### src/rtl/apb_i2c_pkg.sv
// apb_i2c_pkg: shared defaults, APB register map and FIFO event record.
package apb_i2c_pkg;
    localparam int DEF_DATA_W = 32;
    localparam int DEF_DEPTH  = 16;

    typedef enum logic [7:0] {
        ADDR_TX      = 8'h02,
        ADDR_RX      = 8'h04,
        ADDR_CONFIG  = 8'h08,
        ADDR_TIMEOUT = 8'h0C
    } apb_addr_e;

    typedef struct packed {
        logic ovf;
        logic unf;
        logic err;
    } fifo_evt_t;

    function automatic int lvl_w(input int depth);
        return $clog2(depth) + 1;
    endfunction
endpackage

### src/rtl/apb_i2c_fifo_if.sv
// apb_i2c_fifo_if: strobe/data/status bundle between the APB slave and one FIFO.
interface apb_i2c_fifo_if
    import apb_i2c_pkg::*;
#(
    parameter int DATA_W = DEF_DATA_W,
    parameter int DEPTH  = DEF_DEPTH
) ();
    localparam int LW = lvl_w(DEPTH);

    logic              FLUSH;
    logic              WR_EN;
    logic [DATA_W-1:0] WR_DATA;
    logic              RD_EN;
    logic [DATA_W-1:0] RD_DATA;
    logic              FULL;
    logic              EMPTY;
    logic              ALMOST_FULL;
    logic              ALMOST_EMPTY;
    logic [LW-1:0]     LEVEL;
    logic              OVERFLOW;
    logic              UNDERFLOW;
    logic              ERROR;

    modport master (
        output FLUSH, WR_EN, WR_DATA, RD_EN,
        input  RD_DATA, FULL, EMPTY, ALMOST_FULL, ALMOST_EMPTY, LEVEL, OVERFLOW, UNDERFLOW, ERROR
    );

    modport slave (
        input  FLUSH, WR_EN, WR_DATA, RD_EN,
        output RD_DATA, FULL, EMPTY, ALMOST_FULL, ALMOST_EMPTY, LEVEL, OVERFLOW, UNDERFLOW, ERROR
    );
endinterface

### src/rtl/apb_i2c_fifo_mem.sv
// apb_i2c_fifo_mem: storage array, synchronous write, asynchronous read for FWFT.
module apb_i2c_fifo_mem #(
    parameter int DATA_W = 32,
    parameter int DEPTH  = 16
) (
    input  logic                     clk_i,
    input  logic                     we_i,
    input  logic [$clog2(DEPTH)-1:0] waddr_i,
    input  logic [DATA_W-1:0]        wdata_i,
    input  logic [$clog2(DEPTH)-1:0] raddr_i,
    output logic [DATA_W-1:0]        rdata_o
);
    logic [DATA_W-1:0] mem_q [DEPTH];

    always_ff @(posedge clk_i)
        if (we_i) mem_q[waddr_i] <= wdata_i;

    assign rdata_o = mem_q[raddr_i];
endmodule

### src/rtl/apb_i2c_fifo.sv
// apb_i2c_fifo: first-word-fall-through FIFO with level, watermark and error flags.
// Occupancy is a dedicated register; FULL/EMPTY decode from it, never from pointers.
module apb_i2c_fifo
    import apb_i2c_pkg::*;
#(
    parameter int DATA_W = DEF_DATA_W,
    parameter int DEPTH  = DEF_DEPTH,
    parameter int AF_LVL = DEPTH - 2,
    parameter int AE_LVL = 2
) (
    input  logic           PCLK,
    input  logic           PRESETn,
    apb_i2c_fifo_if.slave  bus
);
    localparam int PW = $clog2(DEPTH);
    localparam int LW = lvl_w(DEPTH);

    logic [PW-1:0]     wptr_q, wptr_d, rptr_q, rptr_d;
    logic [LW-1:0]     lvl_q, lvl_d;
    fifo_evt_t         evt_q, evt_d;
    logic              full, empty, push, pop, clr;
    logic [DATA_W-1:0] head;

    always_comb begin
        full      = lvl_q == LW'(DEPTH);
        empty     = lvl_q == '0;
        push      = bus.WR_EN & (~full | bus.RD_EN);
        pop       = bus.RD_EN & ~empty;
        wptr_d    = push ? wptr_q + PW'(1) : wptr_q;
        rptr_d    = pop ? rptr_q + PW'(1) : rptr_q;
        lvl_d     = (push & ~pop) ? lvl_q + LW'(1) : (pop & ~push) ? lvl_q - LW'(1) : lvl_q;
        evt_d.ovf = bus.WR_EN & full & ~bus.RD_EN;
        evt_d.unf = bus.RD_EN & empty;
        evt_d.err = evt_q.err | evt_d.ovf | evt_d.unf;
    end

    // Flush shares the reset path so it also suppresses same-cycle pulses.
    assign clr = ~PRESETn | bus.FLUSH;

    always_ff @(posedge PCLK)
        if (clr) begin
            wptr_q <= '0;
            rptr_q <= '0;
            lvl_q  <= '0;
            evt_q  <= '0;
        end else begin
            wptr_q <= wptr_d;
            rptr_q <= rptr_d;
            lvl_q  <= lvl_d;
            evt_q  <= evt_d;
        end

    apb_i2c_fifo_mem #(.DATA_W(DATA_W), .DEPTH(DEPTH)) u_mem (
        .clk_i   (PCLK),
        .we_i    (push & ~clr),
        .waddr_i (wptr_q),
        .wdata_i (bus.WR_DATA),
        .raddr_i (rptr_q),
        .rdata_o (head)
    );

    assign bus.RD_DATA      = empty ? '0 : head;
    assign bus.FULL         = full;
    assign bus.EMPTY        = empty;
    assign bus.ALMOST_FULL  = lvl_q >= LW'(AF_LVL);
    assign bus.ALMOST_EMPTY = lvl_q <= LW'(AE_LVL);
    assign bus.LEVEL        = lvl_q;
    assign bus.OVERFLOW     = evt_q.ovf;
    assign bus.UNDERFLOW    = evt_q.unf;
    assign bus.ERROR        = evt_q.err;
endmodule

### src/flat_wrapper.sv
// flat-port wrapper written by rule: the top's interface ports become plain ports
module apb_i2c_fifo_flat import apb_i2c_pkg::*;
#(
    parameter int DATA_W = DEF_DATA_W,
    parameter int DEPTH  = DEF_DEPTH,
    parameter int AF_LVL = DEPTH - 2,
    parameter int AE_LVL = 2
)
  (PCLK, PRESETn, bus_FLUSH, bus_WR_EN, bus_WR_DATA, bus_RD_EN, bus_RD_DATA, bus_FULL, bus_EMPTY, bus_ALMOST_FULL, bus_ALMOST_EMPTY, bus_LEVEL, bus_OVERFLOW, bus_UNDERFLOW, bus_ERROR);
  apb_i2c_fifo_if #(.DATA_W(DATA_W), .DEPTH(DEPTH)) bus_i ();
  input  logic PCLK;
  input  logic PRESETn;
  input wire logic [$bits(bus_i.FLUSH)-1:0] bus_FLUSH;
  input wire logic [$bits(bus_i.WR_EN)-1:0] bus_WR_EN;
  input wire logic [$bits(bus_i.WR_DATA)-1:0] bus_WR_DATA;
  input wire logic [$bits(bus_i.RD_EN)-1:0] bus_RD_EN;
  output wire logic [$bits(bus_i.RD_DATA)-1:0] bus_RD_DATA;
  output wire logic [$bits(bus_i.FULL)-1:0] bus_FULL;
  output wire logic [$bits(bus_i.EMPTY)-1:0] bus_EMPTY;
  output wire logic [$bits(bus_i.ALMOST_FULL)-1:0] bus_ALMOST_FULL;
  output wire logic [$bits(bus_i.ALMOST_EMPTY)-1:0] bus_ALMOST_EMPTY;
  output wire logic [$bits(bus_i.LEVEL)-1:0] bus_LEVEL;
  output wire logic [$bits(bus_i.OVERFLOW)-1:0] bus_OVERFLOW;
  output wire logic [$bits(bus_i.UNDERFLOW)-1:0] bus_UNDERFLOW;
  output wire logic [$bits(bus_i.ERROR)-1:0] bus_ERROR;
  assign bus_i.FLUSH = bus_FLUSH;
  assign bus_i.WR_EN = bus_WR_EN;
  assign bus_i.WR_DATA = bus_WR_DATA;
  assign bus_i.RD_EN = bus_RD_EN;
  assign bus_RD_DATA = bus_i.RD_DATA;
  assign bus_FULL = bus_i.FULL;
  assign bus_EMPTY = bus_i.EMPTY;
  assign bus_ALMOST_FULL = bus_i.ALMOST_FULL;
  assign bus_ALMOST_EMPTY = bus_i.ALMOST_EMPTY;
  assign bus_LEVEL = bus_i.LEVEL;
  assign bus_OVERFLOW = bus_i.OVERFLOW;
  assign bus_UNDERFLOW = bus_i.UNDERFLOW;
  assign bus_ERROR = bus_i.ERROR;
  apb_i2c_fifo #(.DATA_W(DATA_W), .DEPTH(DEPTH), .AF_LVL(AF_LVL), .AE_LVL(AE_LVL)) u_core (.PCLK(PCLK), .PRESETn(PRESETn), .bus(bus_i));
endmodule
### config.mk
export PLATFORM = sky130hd
export DESIGN_NAME = apb_i2c_fifo_flat
export DESIGN_NICKNAME = d
export VERILOG_FILES = /design/src/rtl/apb_i2c_pkg.sv /design/src/rtl/apb_i2c_fifo_if.sv /design/src/rtl/apb_i2c_fifo_mem.sv /design/src/rtl/apb_i2c_fifo.sv /design/src/flat_wrapper.sv
export SDC_FILE = /design/constraint.sdc
export NUM_CORES = 1
export LEC_CHECK = 0
export CAP_MARGIN = 20
export CORE_MARGIN = 8
export CORE_UTILIZATION = 30
export CTS_CLUSTER_SIZE = 12
export DETAILED_ROUTE_END_ITERATION = 12
export SETUP_SLACK_MARGIN = 0.2
export SLEW_MARGIN = 20
export SYNTH_ARGS = -nofsm -noshare
export SYNTH_HDL_FRONTEND = slang
export SYNTH_SLANG_ARGS = --single-unit
### constraint.sdc
create_clock -name PCLK -period 12.9 [get_ports PCLK]
set_input_delay 3.87 -clock PCLK [delete_from_list [all_inputs] [get_ports PCLK]]
set_output_delay 3.87 -clock PCLK [all_outputs]
set_load 0.01 [all_outputs]
* Word level (Yosys, flattened, before mapping) *
Memories as Yosys holds them, arrays and structs flattened. A register that Yosys moved wholly into a read port is not among the register bits.
Cells that the tools add are included.

operators by class
  add/subtract/negate cells = 4
  $mul = 0
  order comparisons = 2
  shift operators = 0
  reductions and logical operators = 2
  equal/unequal tests = 1
  muxes and demuxes = 7
  div/mod/pow operators = 0
  bitwise operators = 19

operators by type and width
  kind                                                                                  count
  32-bit two-way mux                                                                    1
  5-bit two-way mux                                                                     2
  4-bit by 1-bit adder with 4-bit output (second input constant)                        2
  1-bit AND                                                                             8
  4-bit two-way mux                                                                     2
  1-bit inverter                                                                        7
  5-bit by 1-bit adder with 5-bit output (second input constant)                        1
  5-bit equality test (second input constant)                                           1
  5-bit by 4-bit greater-or-equal comparator with 1-bit output (second input constant)  1
  5-bit by 2-bit <= comparator with 1-bit output (second input constant)                1
  5-bit logical NOT                                                                     1
  5-bit by 1-bit subtractor with 5-bit output (second input constant)                   1
  1-bit OR                                                                              4
  1-bit two-way mux                                                                     2
  2-bit nonzero test                                                                    1

storage, ports and cells
  memory bits (read-only) = 0
  RAM bits = 512
  output and inout bits = 44
  register bits after elaboration = 16
  bits in latches = 0
  input port bits = 37
  memories = 1

memories
  memory              depth  bits a word  read ports  clocked after memory_dff  wr ports  line                    source
  u_core.u_mem.mem_q  16     32           1           1                         1         apb_i2c_fifo_mem.sv:13  logic [DATA_W-1:0] mem_q [DEPTH];

* Logic depth before layout (Yosys ltp) *
Gate-level depths: netlist of the first run.

  depth after elaboration = 8
  mapped depth = 11
  depth with buffers taken out = 10

* Cells and area by module *
Synthesis of the first run repeated with hierarchy kept, for this count alone.

unflattened totals
  cells, all modules = 937
  area total of the unflattened synthesis = 20298.2 um2

by module, submodules not included
  module            cells each  area an instance (um2)  instances
  apb_i2c_fifo_mem  806         19213.4                 1
  apb_i2c_fifo      131         1084.8                  1

* Least setup slack after synthesis of the first run *
OpenSTA, ideal clock, no wires.

  path type = input port to flip-flop
  from = in PRESETn
  to = mem u_core.u_mem.mem_q[0][0], enable pin
  arrival time = 6.749 ns
  slack = 5.690 ns
  stages on the path = 5
  cells stage by stage = nor2b_1 -> clkbuf_1 -> o311a_2 -> nand2_1 -> nor3_1

between the ends
  cells in the longest elaborated chain, start to end = 6

RTL lines
  what                                     line                    source
  start, declared                          flat_wrapper.sv:12      input logic PRESETn;
  1-bit inverter                           apb_i2c_fifo.sv:38      assign clr = ~PRESETn | bus.FLUSH;
  1-bit OR                                 apb_i2c_fifo.sv:38
  1-bit inverter                           apb_i2c_fifo.sv:55      .we_i (push & ~clr),
  1-bit AND                                apb_i2c_fifo.sv:55
  1-bit two-way mux                        apb_i2c_fifo_mem.sv:16  if (we_i) mem_q[waddr_i] <= wdata_i;
  1-bit two-way mux (not written as such)  apb_i2c_fifo_mem.sv:16
  end, declared                            apb_i2c_fifo_mem.sv:13

Every way passes these cells.

==> results of run 1 <==
power by group:
part / switching [mW] / leakage [nW] / internal [mW]
logic: 0.181 / 1.64 / 0.165
registers: 0.0153 / 4.77 / 1.90
clock network: 0.615 / 0.745 / 0.796
total: 0.811 / 7.15 / 2.86
worst max-delay path, stage by stage, from the launching register on:
cell             delay, ns
dfxtp_4               0.70
buf_4                 0.59
buf_4                 0.69
mux4_2                0.58
nor2b_1               0.14
a221o_1               0.37
clkdlybuf4s50_1       0.52
state kept, by name, indices dropped and copies added, names as in the netlist, named ones only:
name and flops:
u_core.bus.ERROR 1, u_core.bus.LEVEL 5, u_core.bus.OVERFLOW 1, u_core.bus.UNDERFLOW 1, u_core.rptr_q 4, u_core.u_mem.mem_q 512
u_core.wptr_q 4
cell type report:
cell class              instances  area, um2
fillers                      6271      44200
flip-flops and latches        532      15800
multi-input cells             325       4570
clock buffers                  65       1390
well taps                     882       1100
repair buffers                105        988
clock inverters                17        149
inverters                       8       30.0
diodes                          1       2.50
placed cells by master, fill, tap and decap left out, drive strengths merged, types with 14 or more instances in the layout:
| cell type | count |
|---|---|
| edfxtp | 512 |
| clkdlybuf4s50 | 80 |
| clkinv | 14 |
| mux4 | 128 |
| clkbuf | 65 |
| a221o | 32 |
| nor2b | 32 |
| mux2 | 32 |
| buf | 25 |
| nor2 | 27 |
| dfxtp | 20 |
routing by layer:
layer,global-route usage,up-vias,wire length [um]
met1,0.155,5129,20100
met5,0,-,11
met2,0.205,224,23600
met4,0.0313,2,838
li1,-,4055,-
met3,0.0207,62,2130
worst min path at each step:
stage                     slack (ns)  endpoint  cells after the start
after floorplan                 0.46      flop                      2
after global placement          0.46      flop                      2
after detailed placement        0.48      flop                      2
after CTS                       0.50      flop                      2
after global routing            0.52      flop                      2
final                           0.50      flop                      2
metrics by stage:
stage	setup WS, ns	total power, mW	utilization
2_1_floorplan	5.69	2.13	-
3_3_place_gp	5.27	2.31	0.329
3_5_place_dp	5.26	2.31	0.329
4_1_cts	4.62	3.73	0.352
5_1_grt	4.49	3.79	0.352
6_report	4.81	3.67	0.352
cell families after synthesis:
kind of cell | after synthesis
DFF | 532
AOI/OAI and AO/OA | 53
adders and majority gates | 11
buffers and inverters | 57
muxes | 161
and+or+nand+nor | 93
xor gates and xnor gates | 7
==> impl_metrics.env, run 1 <==
export IMPL_cp_end_kind="output pin"
export IMPL_reg2reg_from="u_core.bus.LEVEL[0]"
export IMPL_synth_top_family_by_area="multiplexers"
export IMPL_synth_top_cell_area_share=0.749
export IMPL_post_cts_buffers=0
export IMPL_synth_most_common_cell="edfxtp_1"
export IMPL_avgSynthCellArea_um2=22.5
export IMPL_reg2reg_depth=9
export IMPL_cts_tree="built"
export IMPL_cellPowerDensity_nw_per_um2=153
export IMPL_io_buffers=80
export IMPL_nNetsFinal=1073
export IMPL_synthXorXnorAreaFrac=0.00299
export IMPL_start_util=0.301
export IMPL_grt_pass1_wl_um=68400
export IMPL_worst_r2r_setup_slack_ns=9.79
export IMPL_postPlaceCellArea_um2=22500
export IMPL_die_x_um=278
export IMPL_ys_seq_area_frac=0.768
export IMPL_grt_pass1_vias=10100
export IMPL_syn_to_final_growth_pct=17.0
export IMPL_vdd_drop_max_mv=0.0957
export IMPL_synthTopCellsByCount="edfxtp_1, mux4_2, a221o_1, mux2_2, nor2b_1"
export IMPL_hold_viol=0
export IMPL_wire_per_inst_um=24.1
export IMPL_syn_nets=962
export IMPL_overflow=0
export IMPL_num_vias=9472
export IMPL_clock_latency_ns=0.60
export IMPL_arrival_ns=4.22
export IMPL_die_area_um2=77100
export IMPL_clock_path_buffers=3
export IMPL_grt_max_degree=53
export IMPL_drt_first_pass_iters=5
export IMPL_tightest_slew_ns=0.959
export IMPL_hold_start="u_core.rptr_q[3]"
export IMPL_holdCritPathClass="flop to flop"
export IMPL_cts_resized=0
export IMPL_fp_coreArea_um2=68200
export IMPL_cts_root_buf="clkbuf_16"
export IMPL_final_period_utilization=0.627
export IMPL_synthAdderAreaFrac=0.00707
export IMPL_leakagePower_nw=7.15
export IMPL_required_ns=9.03
export IMPL_drt_iter0_markers=581
export IMPL_rsz0062_at_grt="false"
export IMPL_track_usage=0.119
export IMPL_synth_distinct_cells=43
export IMPL_io_pins=81
export IMPL_ys_async_sr_fraction=0
export IMPL_antenna_found_initial=3
export IMPL_syn_cell_area_um2=20500
export IMPL_ys_seq_elements=532
export IMPL_setup_tns_ns=0
export IMPL_yosys_top_cells_area="edfxtp_1, mux4_2, dfxtp_1, mux2_2, a221o_1"
export IMPL_netlist_instances=914
export IMPL_dp_hpwl_um=24300
export IMPL_numPlacedInstances=1852
export IMPL_yosysWarnings=0
export IMPL_endpoint="bus_RD_DATA[20]"
export IMPL_ant_nets=0
export IMPL_clk_pin_slew_ns=0.06
export IMPL_synthMuxAreaShare=0.159
export IMPL_cts_max_level=2
export IMPL_drt_total_wl_um=46600
export IMPL_fin_area_um2=24000
export IMPL_final_cells=1935
export IMPL_path_class="flop to output pin"
export IMPL_ys_flop_type="edfxtp_1"
export IMPL_die_h_um=278
export IMPL_reg2reg_to="u_core.bus.LEVEL[4]"
export IMPL_drive_gt1_frac=0.257
export IMPL_fin_skew_ns=0.0195
export IMPL_gp_congestion=0.679
export IMPL_critPathMaxFanout=39
export IMPL_outcome="completed"
export IMPL_synth_top_cell_by_area="edfxtp_1"
export IMPL_period_minus_slack_ns=8.09
export IMPL_fmax_mhz=124
export IMPL_crit_path_start_kind="flop"
export IMPL_slew_viol_final=0
export IMPL_drv_cap=0
export IMPL_synth_edf_count=512
export IMPL_synth_simple_area_share=0.0243
export IMPL_rows=96
export IMPL_setup_viol=0
export IMPL_fin_hold_ws_ns=0.500
export IMPL_viasPerCell=4.90
export IMPL_drc_errors=0
export IMPL_synth_compound_area_frac=0.0237
export IMPL_cts_sinks=532
export IMPL_numCtsBuffers=53
export IMPL_hold_buffers=0
export IMPL_timing_slew_headroom=0.360
Note: power is estimated with default switching activity, not from simulation.
==> run 2: changes to the inputs <==
==> constraint.sdc (replaced) <==
create_clock -name PCLK -period 8.4 [get_ports PCLK]
set_input_delay 2.52 -clock PCLK [delete_from_list [all_inputs] [get_ports PCLK]]
set_output_delay 2.52 -clock PCLK [all_outputs]
set_load 0.01 [all_outputs]
==> impl_metrics.env, run 2 (same netlist as run 1, synthesis figures left out) <==
export IMPL_cp_cell_sequence="buf_4 > mux4_2 > mux2_2 > a221o_1 > clkdlybuf4s50_1"
export IMPL_slew_viol_final=0
export IMPL_grt_max_degree=47
export IMPL_drt_total_wl_um=44800
export IMPL_grt_pass1_vias=10000
export IMPL_final_period_utilization=0.737
export IMPL_wl_met1_um=19700
export IMPL_grt_pass1_wl_um=66300
export IMPL_wire_per_inst_um=23.2
export IMPL_drive_gt1_frac=0.254
export IMPL_die_h_um=278
export IMPL_num_vias=9421
export IMPL_die_area_um2=77100
export IMPL_post_cts_buffers=0
export IMPL_multiInputGateArea_um2=4570
export IMPL_fmax_mhz=161
export IMPL_postPlaceCellArea_um2=22500
export IMPL_outcome="completed"
export IMPL_met2WireLength_um=22400
export IMPL_timing_slew_headroom=0.319
export IMPL_topRoutingLayerUsed="met4"
export IMPL_clk_pin_slew_ns=0.06
export IMPL_hold_buffers=0
export IMPL_viasPerCell=4.88
export IMPL_layout_commonest_cell="edfxtp_1"
export IMPL_largest_reg_flops=512
export IMPL_cts_root_buf="clkbuf_16"
export IMPL_cts_resized=0
export IMPL_drc_errors=0
export IMPL_vdd_drop_max_mv=0.141
export IMPL_cts_sinks=532
export IMPL_drv_cap=0
export IMPL_io_pins=81
export IMPL_cellPowerDensity_nw_per_um2=230
export IMPL_nNetsFinal=1072
export IMPL_critPathMaxFanout=45
export IMPL_fin_skew_ns=0.00965
export IMPL_max_stage_delay_ns=0.89
export IMPL_cts_tree="built"
export IMPL_setup_tns_ns=0
export IMPL_clock_path_buffers=3
export IMPL_final_cell_mix="edfxtp_1, mux4_2, clkdlybuf4s50_1, clkbuf_16"
export IMPL_drt_first_pass_iters=4
export IMPL_io_buffers=80
export IMPL_antenna_found_initial=3
export IMPL_syn_to_final_growth_pct=16.5
export IMPL_drt_iter0_markers=726
export IMPL_path_class="flop to output pin"
export IMPL_gp_congestion=0.692
export IMPL_regMostFlops="u_core.u_mem.mem_q"
export IMPL_rows=96
export IMPL_finalPower_mw=5.50
export IMPL_dp_hpwl_um=24400
export IMPL_required_ns=5.88
export IMPL_ant_nets=0
export IMPL_track_usage=0.113
export IMPL_rsz0062_at_grt="false"
export IMPL_slowest_stage="dfxtp_4"
export IMPL_fp_coreArea_um2=68200
export IMPL_cts_max_level=2
export IMPL_finish_utilization=0.351
export IMPL_crit_path_start_kind="flop"
export IMPL_fillers=6290
export IMPL_die_x_um=278
export IMPL_numCtsBuffers=51
export IMPL_leakagePower_nw=7.10
export IMPL_hold_viol=0
export IMPL_seq_area_um2=15800
export IMPL_start_util=0.301
export IMPL_holdCritPathClass="flop to flop"
export IMPL_overflow=0
export IMPL_cp_end_kind="output pin"
export IMPL_cp_num_buf_inv=2
export IMPL_fin_area_um2=23900
export IMPL_setup_viol=0
export IMPL_tightest_slew_ns=1.02
export IMPL_period_minus_slack_ns=6.19
export IMPL_arrival_ns=3.67
export IMPL_fin_hold_ws_ns=0.483
export IMPL_met3WireLength_um=1750
export IMPL_crit_family="buffers and inverters"
export IMPL_clock_latency_ns=0.57
## run 2: per-stage QoR
stage               setup WS [ns]  std cells
finish                       2.21       1930
CTS                          2.11       1929
floorplan                    2.54        914
global route                 2.02       1929
global placement             2.69       1853
detailed placement           2.67       1853
## run 2: layout make-up
| type | instances | share of cell area |
|---|---|---|
| Antenna cell | 1 | 0.000105 |
| Clock buffer | 69 | 0.0571 |
| Clock inverter | 7 | 0.00183 |
| Inverter | 8 | 0.00126 |
| Multi-Input combinational cell | 325 | 0.191 |
| Sequential cell | 532 | 0.660 |
| Tap cell | 882 | 0.0461 |
| Timing Repair Buffer | 106 | 0.0427 |
## run 2: worst paths after layout
path | from | endpoint | slack (ns) | depth (start not counted)
worst min register to register | u_core.rptr_q[3] | flop | 0.48 | 2
worst max-delay path | flop | bus_RD_DATA[5] | 2.21 | 5
worst max register to register | u_core.bus.LEVEL[0] | u_core.bus.LEVEL[4] | 5.12 | 9
worst min-delay path | u_core.rptr_q[3] | flop | 0.48 | 2
## run 2: per-layer routing
| metal | track usage | vias to the layer above |
|---|---|---|
| li1 | - | 4051 |
| met2 | 0.192 | 203 |
| met1 | 0.151 | 5102 |
| met4 | 0.0298 | 0 |
| met5 | 0 | - |
| met3 | 0.0180 | 65 |
## run 2: power by group
group | internal [mW] | total [mW] | switching (mW)
logic | 0.255 | 0.525 | 0.270
clock network | 1.12 | 2.02 | 0.903
registers | 2.92 | 2.95 | 0.0306
## run 2: worst reg2reg max path, stage by stage, from the launching register on
cell	delay, ns
dfxtp_1	0.38
or4_1	0.86
o21ai_1	0.52
ha_1	0.31
inv_1	0.13
ha_1	0.35
a21oi_1	0.09
a211oi_1	0.32
o211ai_1	0.14
o31ai_1	0.10
